[config.mk]
export PLATFORM = sky130hd
export DESIGN_NAME = sdcmdtx
export DESIGN_NICKNAME = d
export VERILOG_FILES = /design/src/rtl/sdcmd_pkg.sv /design/src/rtl/sdcrc7.sv /design/src/rtl/sdcmdtx.sv
export SDC_FILE = /design/constraint.sdc
export NUM_CORES = 1
export LEC_CHECK = 0
export ABC_AREA = 1
export CAP_MARGIN = 0
export CORE_AREA = 8 8 83 85
export CTS_CLUSTER_SIZE = 20
export DETAILED_ROUTE_END_ITERATION = 10
export DIE_AREA = 0 0 91 93
export PLACE_DENSITY = 0.75
export SLEW_MARGIN = 10
export SYNTH_ARGS = -nofsm -noshare
export SYNTH_HDL_FRONTEND = slang
export SYNTH_HIERARCHICAL = 1
export SYNTH_SLANG_ARGS = --single-unit
[constraint.sdc]
create_clock -name i_clk -period 1.6 [get_ports i_clk]
set_clock_uncertainty 0.1 [all_clocks]
set_input_delay 0.16 -clock i_clk [delete_from_list [all_inputs] [get_ports i_clk]]
set_output_delay 0.16 -clock i_clk [all_outputs]
set_load 0.05 [all_outputs]
[src/rtl/sdcmd_pkg.sv]
// Shared constants and state encoding for the SD CMD-line serializer.
package sdcmd_pkg;
  localparam int         FRAME_LEN = 48;
  localparam logic [6:0] CRC7_POLY = 7'h09;

  typedef enum logic [1:0] {
    IDLE  = 2'd0,
    SEND  = 2'd1,
    TRAIL = 2'd2
  } state_t;
endpackage

[src/rtl/sdcrc7.sv]
// Serial CRC7 (x^7+x^3+1), one message bit per enabled clock; clear wins over enable.
module sdcrc7
  import sdcmd_pkg::*;
(
  input  logic       clk,
  input  logic       clr,
  input  logic       en,
  input  logic       din,
  output logic [6:0] crc
);

  logic fb;
  assign fb = din ^ crc[6];

  always_ff @(posedge clk) begin
    if (clr) begin
      crc <= 7'd0;
    end else if (en) begin
      crc <= {crc[5:0], 1'b0} ^ (fb ? CRC7_POLY : 7'd0);
    end
  end

endmodule

[src/rtl/sdcmdtx.sv]
// SD CMD-line serializer: builds start/dir/index/arg/CRC7/end frame and shifts it out
// one bit per i_ckstb, followed by NIDLE high bits before releasing the line.
module sdcmdtx
  import sdcmd_pkg::*;
#(
  parameter int NIDLE = 2
) (
  input  logic        i_clk,
  input  logic        i_reset_n,
  input  logic        i_ckstb,
  input  logic        i_cmd_valid,
  input  logic [5:0]  i_cmd_index,
  input  logic [31:0] i_cmd_arg,
  output logic        o_busy,
  output logic        o_cmd_en,
  output logic        o_cmd_data,
  output logic        o_done
);

  state_t      state;
  logic [39:0] sreg;      // frame bits 47..8, MSB is the next bit on the wire
  logic [5:0]  bit_cnt;
  logic [3:0]  idle_cnt;
  logic [6:0]  crc;
  logic [2:0]  crc_idx;
  logic        accept;
  logic        crc_step;
  logic        next_bit;

  assign accept   = (state == IDLE) && i_cmd_valid;
  assign crc_step = (state == SEND) && i_ckstb && (bit_cnt < 6'd40);
  assign crc_idx  = 3'(6'd46 - bit_cnt);

  // Frame bits 7..1 come from the CRC, which stops advancing once bit 8 has gone out.
  always_comb begin
    next_bit = 1'b1;
    if (bit_cnt < 6'd40) begin
      next_bit = sreg[39];
    end else if (bit_cnt < 6'd47) begin
      next_bit = crc[crc_idx];
    end
  end

  sdcrc7 u_crc (
    .clk (i_clk),
    .clr (!i_reset_n || accept),
    .en  (crc_step),
    .din (sreg[39]),
    .crc (crc)
  );

  always_ff @(posedge i_clk) begin
    if (!i_reset_n) begin
      state      <= IDLE;
      sreg       <= 40'd0;
      bit_cnt    <= 6'd0;
      idle_cnt   <= 4'd0;
      o_busy     <= 1'b0;
      o_cmd_en   <= 1'b0;
      o_cmd_data <= 1'b1;
      o_done     <= 1'b0;
    end else begin
      o_done <= 1'b0;
      case (state)
        IDLE: begin
          if (i_cmd_valid) begin
            sreg     <= {2'b01, i_cmd_index, i_cmd_arg};
            bit_cnt  <= 6'd0;
            idle_cnt <= 4'd0;
            o_busy   <= 1'b1;
            state    <= SEND;
          end
        end
        SEND: begin
          if (i_ckstb) begin
            o_cmd_en   <= 1'b1;
            o_cmd_data <= next_bit;
            sreg       <= {sreg[38:0], 1'b0};
            bit_cnt    <= bit_cnt + 6'd1;
            if (bit_cnt == 6'(FRAME_LEN - 1)) begin
              state <= TRAIL;
            end
          end
        end
        TRAIL: begin
          if (i_ckstb) begin
            o_cmd_data <= 1'b1;
            if (idle_cnt == 4'(NIDLE)) begin
              o_cmd_en <= 1'b0;
              o_done   <= 1'b1;
              o_busy   <= 1'b0;
              state    <= IDLE;
            end else begin
              o_cmd_en <= 1'b1;
              idle_cnt <= idle_cnt + 4'd1;
            end
          end
        end
        default: state <= IDLE;
      endcase
    end
  end

endmodule

* After elaboration in Yosys (flattened, before gate mapping)
Index checks and enable logic that the tools add are counted.
** Storage, ports and cells
- Bits in registers :: 63
- Bits of input ports :: 42
- Output and inout bits :: 4
- Logic and storage cells :: 74
** Operators by class
- $add $sub $neg :: 3
- Magnitude comparators :: 3
- Equality and inequality tests :: 10
- Muxes and demuxes :: 32
- Bitwise logic cells :: 2
- Reduce and logical (&&, ||, !) cells :: 15
** Operator list (number)
- 40-bit two-way mux :: 2
- 40-bit one-hot mux with 2 select lines :: 1
- 4-bit two-way mux :: 4
- 6-bit < comparator, second input constant :: 2
- 6-bit two-way mux :: 2
- 6-bit one-hot mux with 2 select lines :: 1
- 1-bit two-way mux :: 11
- 2-bit two-way mux :: 5
- 2-bit inequality test, second input constant :: 5
- 3-bit AND reduction :: 3
- 4-bit one-hot mux with 2 select lines :: 1
- 4-bit AND reduction :: 2
- 7-bit bitwise XOR :: 1
- 6-bit by 1-bit adder with 6-bit output, second input constant :: 1
- 6-bit == test, second input constant :: 1
- 1-bit one-hot mux with 2 select lines :: 3
- 2-bit one-hot mux with 3 select lines :: 1
- 2-bit nonzero test :: 3
- 5-bit AND reduction :: 1
- 4-bit by 1-bit adder with 4-bit output, second input constant :: 1
- 4-bit by 2-bit == test with 1-bit output, second input constant :: 1
- 3-bit by 4-bit < comparator with 1-bit output, second input constant :: 1
- 1-bit binary-select mux with 3-bit select :: 1
- 1-bit logical AND :: 3
- other kinds (8) :: 8

* Longest topological paths before layout
- Depth after elaboration :: 7
- Depth in mapped cells :: 10
- Depth with buffers taken out :: 10

* Modules after synthesis
Netlist, hierarchy kept.
** Modules (own cells, without submodules)
- sdcmdtx :: instances 1, cells each 359, area each 2586.2 um^2, sequential area each 1121.1 um^2
- sdcrc7 :: instances 1, cells each 40, area each 291.5 um^2, sequential area each 140.1 um^2

* Worst setup path before layout
No wires, ideal clock.
- Kind :: register to register
- Start :: register bit_cnt[0]
- End :: register o_cmd_data
- Setup time :: 0.113 ns
- Data arrival time :: 1.175 ns
- Required time :: 1.387 ns
- Setup slack :: 0.212 ns
- Cell stages (with the launch flop) :: 11
- Buffers on the path :: 0
- Clock period less this slack :: 1.388 ns
- Cell sequence :: dfxtp_1 > ha_1 > or2_2 > nand2_1 > inv_1 > nand2_1 > nand3_1 > nand2_1 > nand2_1 > nand2_1 > nand2_1
** On the way
- Cells in the longest elaborated chain, start to end :: 7
- Elaborated cells on any way between the ends :: 9
- Classes of those cells :: add/sub (1); order compare (2); mux (6)
** RTL lines
- from (decl) :: line sdcmdtx.sv:22 : logic [5:0] bit_cnt;
- from (signal assigned) :: line sdcmdtx.sv:79 : bit_cnt <= bit_cnt + 6'd1;
- 3-bit subtractor :: line sdcmdtx.sv:32 : assign crc_idx = 3'(6'd46 - bit_cnt);
- 1-bit binary-select mux with 3-bit select :: line sdcmdtx.sv:40 : next_bit = crc[crc_idx];
- 1-bit two-way mux (implied by the code) :: line sdcmdtx.sv:40
- 1-bit two-way mux :: line sdcmdtx.sv:39 : end else if (bit_cnt < 6'd47) begin
- 1-bit two-way mux * :: line sdcmdtx.sv:37 : if (bit_cnt < 6'd40) begin
- 1-bit two-way mux * :: line sdcmdtx.sv:75 : if (i_ckstb) begin
- 1-bit one-hot mux with 2 select lines * :: line sdcmdtx.sv:64 : case (state)
- to (signal assigned) :: line sdcmdtx.sv:77 : o_cmd_data <= next_bit;
- to (decl) :: line sdcmdtx.sv:16 : output logic o_cmd_data,
Every way passes the cells marked *; elsewhere a longest branch is shown, timed or not. The select of a mux whose other input is x is not followed.
A chain may end at the register's enable or synchronous reset.

* Worst setup path after layout
- Start :: register state[0]
- End :: register u_crc.crc[1]
** On the way
- Cells in the longest elaborated chain, start to end :: 3
- Elaborated cells on any way between the ends :: 6
- Classes of those cells :: eq/ne (1); reduce/logical (5)
** RTL lines
- from (decl) :: line sdcmdtx.sv:20 : state_t state;
- from (signal assigned) :: line sdcmdtx.sv:54 : state <= IDLE;
- from (signal assigned) :: line sdcmdtx.sv:71 : state <= SEND;
- from (signal assigned) :: line sdcmdtx.sv:81 : state <= TRAIL;
- 2-bit by 1-bit == test with 1-bit output :: line sdcmdtx.sv:31 : assign crc_step = (state == SEND) && i_ckstb && (bit_cnt < 6'd40);
- 1-bit logical AND (2 in a row) :: line sdcmdtx.sv:31
- named net crc_step :: line sdcmdtx.sv:27 : logic crc_step;
- to (signal assigned) :: line sdcrc7.sv:19 : crc <= {crc[5:0], 1'b0} ^ (fb ? CRC7_POLY : 7'd0);
- to (decl) :: line sdcrc7.sv:9 : output logic [6:0] crc
The timed path passes the listed nets, and every way through them passes these cells.

==> impl_summary.md <==
Logic synthesis
The most frequently used flop master after synthesis is sky130_fd_sc_hd__dfxtp_1. The combinational family with the most area after synthesis is simple AND/OR/NAND/NOR gates. The netlist area before placement is 2878 um2.

After synthesis, the share of flip-flops with an asynchronous set or reset is 0%. The mux contribution to synthesized area is 0%. The count of warnings emitted by yosys is 6.

The synthesized netlist cell count is approximately 400. The number of distinct library cells after synthesis is 26. The synthesized netlist devotes a little over a fifth of its cell area to compound gates. Counting flops with a built-in enable in the synthesized netlist gives 0. The synthesized-area fraction occupied by adder cells is 1.304%. The simple-gate share of the synthesized area is about a quarter. Synthesis produced a netlist with a net count of between 400 and 500. The area share of xor/xnor cells in the synthesized design is 0%.

The sequential cell area fraction in the yosys report is between 40% and 50%. In this run, synthesis produced a sequential element count of 63. The synthesized area divided by synthesized cell count is just over 7 um2.

Job
The number of maximum-capacitance violations is 0.

Power and ir drop
Combinational cells account for between 15 and 20% of the total power. The maximum vdd drop is roughly 0.56 mV. The leakage power total is about 0.0015 uW.

After layout, the design draws a total of 3574 uW. Of the total power, the clock network draws between 30% and 40%. The analysis attributes to net switching a power of between 900 and 1000 uW. Registers are responsible for 49.2% of the overall power. The cell internal power dissipation is between 2000 and 3000 uW. The fraction of power spent switching nets is between 20% and 30%. For this design the ratio of total power to cell area is a little under 1000 nW/um2.

STA
The top achievable clock speed is 663.9 MHz. Measured against its own limit, the worst slew margin works out to a little over two thirds. Setup violations remaining at the end of the flow were counted as 0. The final count of pins violating max slew is 0.

The count of endpoints failing hold in the final timing report is 0. Counting I/O delays and the setup requirement, the final critical path takes ~1500 ps. The actual slew at the worst max-slew pin is around 440 ps.

The aggregate negative setup slack is 0 ps. The final clock period utilization by the worst path is between 90% and 100%.

Route
In this run the remaining antenna-violating nets after routing total 0. The number of iterations in the first detailed-routing pass is 4. The DRC violation count after routing is 0. Dividing the detail-routed wire length by the instance count gives approximately 13 um. After detailed routing, the number of vias per cell comes to about 5.2.

The final route contains 2,749 vias. In this run, the number of DRC markers left after iteration 0 of detailed routing was around 130. The sum of routed wire length over all layers is roughly 6.6 mm.

Clock network
Clock tree synthesis found a total of 63 sinks. The maximum root-to-sink buffer count is 2. After clock tree synthesis, the clock-pin slew on the worst setup and hold paths is ~70 ps.

For the worst-skew pair, the clock arrives at the later sink with an insertion delay of approximately 330 ps. TritonCTS built the clock tree. CTS built an H-tree with a depth of 3. The clock tree root buffer cell is sky130_fd_sc_hd__clkbuf_8. The TritonCTS buffer count is 9.

Layout
The post-route netlist has about 13% of its cells at a drive strength greater than 1. Measured on the finished design, the core utilization comes to between 60 and 70%. From synthesis to final layout, the design area changed by 27.09%. The final layout contains 496 nets. Leaving out fill and tap cells, the most frequent cell in the layout is sky130_fd_sc_hd__nand2_1. The number of filler cells placed in the layout is approximately 540. In the layout the commonest cells are sky130_fd_sc_hd__nand2_1 (116), sky130_fd_sc_hd__dfxtp_1 (60), sky130_fd_sc_hd__clkdlybuf4s50_1 (41). The number of antenna cells inserted is 0.

Min path
The tightest min-delay check is of the input pin to flop type. The worst hold path begins at i_cmd_arg[17]. The endpoint of the worst hold-timing path is sreg[17]$_SDFFE_PN0P_.

The worst hold path passes through 3 cells.

Critical path
The worst register-to-register path has a depth of 7. The worst setup path is of the flop to flop kind. The family with the most delay on the worst path is simple AND/OR/NAND/NOR gates. The type of origin of the critical path is a flop. The number of buffer and inverter instances along the worst setup path is 2. The critical-path cell with the highest stage delay is sky130_fd_sc_hd__dfxtp_1.

The worst register-to-register path begins at state[0]$_SDFFE_PN0P_. Across all register-to-register paths, the minimum setup slack is roughly 94 ps. Along the worst path, the maximum fanout reaches 5. The worst endpoint data arrival time is between 1500 and 2000 ps.

In this design, the stage delay of the slowest critical-path cell is around 400 ps. Walking the worst path, the cells encountered are inv_2 -> nor2_8 -> nand2_4 -> nor2_2 -> buf_4 -> nor2_1 -> a211oi_1. The reg-to-reg critical path endpoint is u_crc/crc[1]$_SDFFE_PP0P_. STA classifies the critical path endpoint as a flop. The required time at the endpoint of the critical path is between 1500 and 2000 ps.

Status
The run finished with clean final reports.

Global route
The global-route wire length before repair is roughly 11 mm. The most used routing layer in global routing is met2. Global routing finished with a remaining overflow of 0.

Across every metal layer, demand over resource in global routing totals 16.16%. The initial antenna violation count is 0. The met2 track demand over resource in global routing is 26.18%. Entering global routing, the biggest net connects 29 pins.

The number of global-route vias before repair is 2,689. In the global route stage, met3 resource usage came out at under 10%. The met1 global-route usage is between 10% and 20%.

Floorplanning
The initial utilization of the core area, before any placement, comes to approximately 51%. The floorplan step defined a die boundary enclosing roughly 8500 um2. After floorplanning, the core was sized to cover 5675 um2.

The placement row count is 28. The count of boundary I/O pins is 46. The vertical die dimension is around 93 um. The width of the die is around 90 um.

Placed design
The HPWL after detailed placement is roughly 4.7 mm. The congestion estimate from routability-driven global placement came to 0.8553. The number of I/O port buffers is 45.
worst reg2reg max path: cells and delay by family (launching register included):
kind,cells,cell delay (ps)
flip-flops,1,400
buffers and inverters,2,250
AND/OR/NAND/NOR,4,460
AO/OA/AOI/OAI,1,200
power groups by stage:
stage	clock (uW)	sequential (uW)	combinational, uW
finish	1190	1760	627
global route	1300	1770	698
CTS	1220	1760	622
detailed placement	0	1790	619
global placement	0	1790	606
floorplan	0	1790	381
metal layers:
layer / wire length (um) / vias to the layer above
li1: - / 1432
met1: 3124 / 1238
met2: 3083 / 71
met3: 335 / 8
met4: 79 / 0
met5: 0 / -
synth_stat cells, drive strengths merged, types with 2 or more instances:
library cell | n | area share, %
nor4 | 2 | 0.43
nand2 | 122 | 17
ha | 3 | 1.3
o21ai | 49 | 8.5
buf | 14 | 3.6
a21oi | 18 | 3.1
clkbuf | 8 | 1.0
a211oi | 6 | 1.6
dfxtp | 63 | 44
a31oi | 37 | 8.0
nor2 | 21 | 3.7
nand3 | 16 | 2.8
inv | 37 | 4.8
cells by family (layout without fill, tap and decap cells):
logic type,Yosys count,count (layout)
AO/OA/AOI/OAI,111,111
buffers and inverters,59,114
AND/OR/NAND/NOR,163,163
adder cells (fa/ha/maj),3,3
flip-flops,63,63
metrics by stage:
step | setup WS (ps) | hold WS [ps] | instance area, um2 | std cells
4_1_cts | 20.78 | 276.2 | 3620 | 528
3_5_place_dp | -41.02 | 356.4 | 3456 | 514
5_1_grt | -12.31 | 281.6 | 3657 | 529
3_3_place_gp | 39.84 | 358.8 | 3456 | 514
6_report | 93.69 | 291.2 | 3657 | 529
2_1_floorplan | 211.9 | 207.8 | 2878 | 399
worst max-delay path by stage:
| stage | startpoint | to | slack [ps] | depth (start not counted) |
|---|---|---|---|---|
| floorplan | bit_cnt[0]$_SDFFE_PN0P_ | o_cmd_data$_SDFFE_PN1P_ | 210 | 10 |
| global placement | i_ckstb | o_cmd_data$_SDFFE_PN1P_ | 40 | 6 |
| detailed placement | i_ckstb | o_cmd_data$_SDFFE_PN1P_ | -40 | 6 |
| CTS | state[0]$_SDFFE_PN0P_ | u_crc/crc[1]$_SDFFE_PP0P_ | 20 | 7 |
| global route | bit_cnt[0]$_SDFFE_PN0P_ | o_cmd_data$_SDFFE_PN1P_ | -10 | 10 |
| finish | state[0]$_SDFFE_PN0P_ | u_crc/crc[1]$_SDFFE_PP0P_ | 90 | 7 |
flip-flops by register name, summed over array words and instances (netlist names):
name        count
bit_cnt         6
idle_cnt        4
o_busy          1
o_cmd_data      1
o_cmd_en        1
o_done          1
sreg           40
state           2
u_crc/crc       7
cell type report:
class                           instances  area (um2)  share of cell area [%]
Multi-Input combinational cell        277        1364                   37.29
Inverter                               37       142.6                   3.900
Tap cell                               75       93.84                   2.566
Timing Repair Buffer                   63       625.6                   17.11
Clock inverter                          1       5.005                  0.1368
Sequential cell                        63        1267                   34.66
Clock buffer                           13       158.9                   4.345
what timing repair did:
item | in CTS | in global routing
hold buffers | 0 | 0
setup endpoints to repair | 0 | 13
setup buffers | 0 | 1
resized for setup | 0 | 13
(Power assumes the default switching activity.)
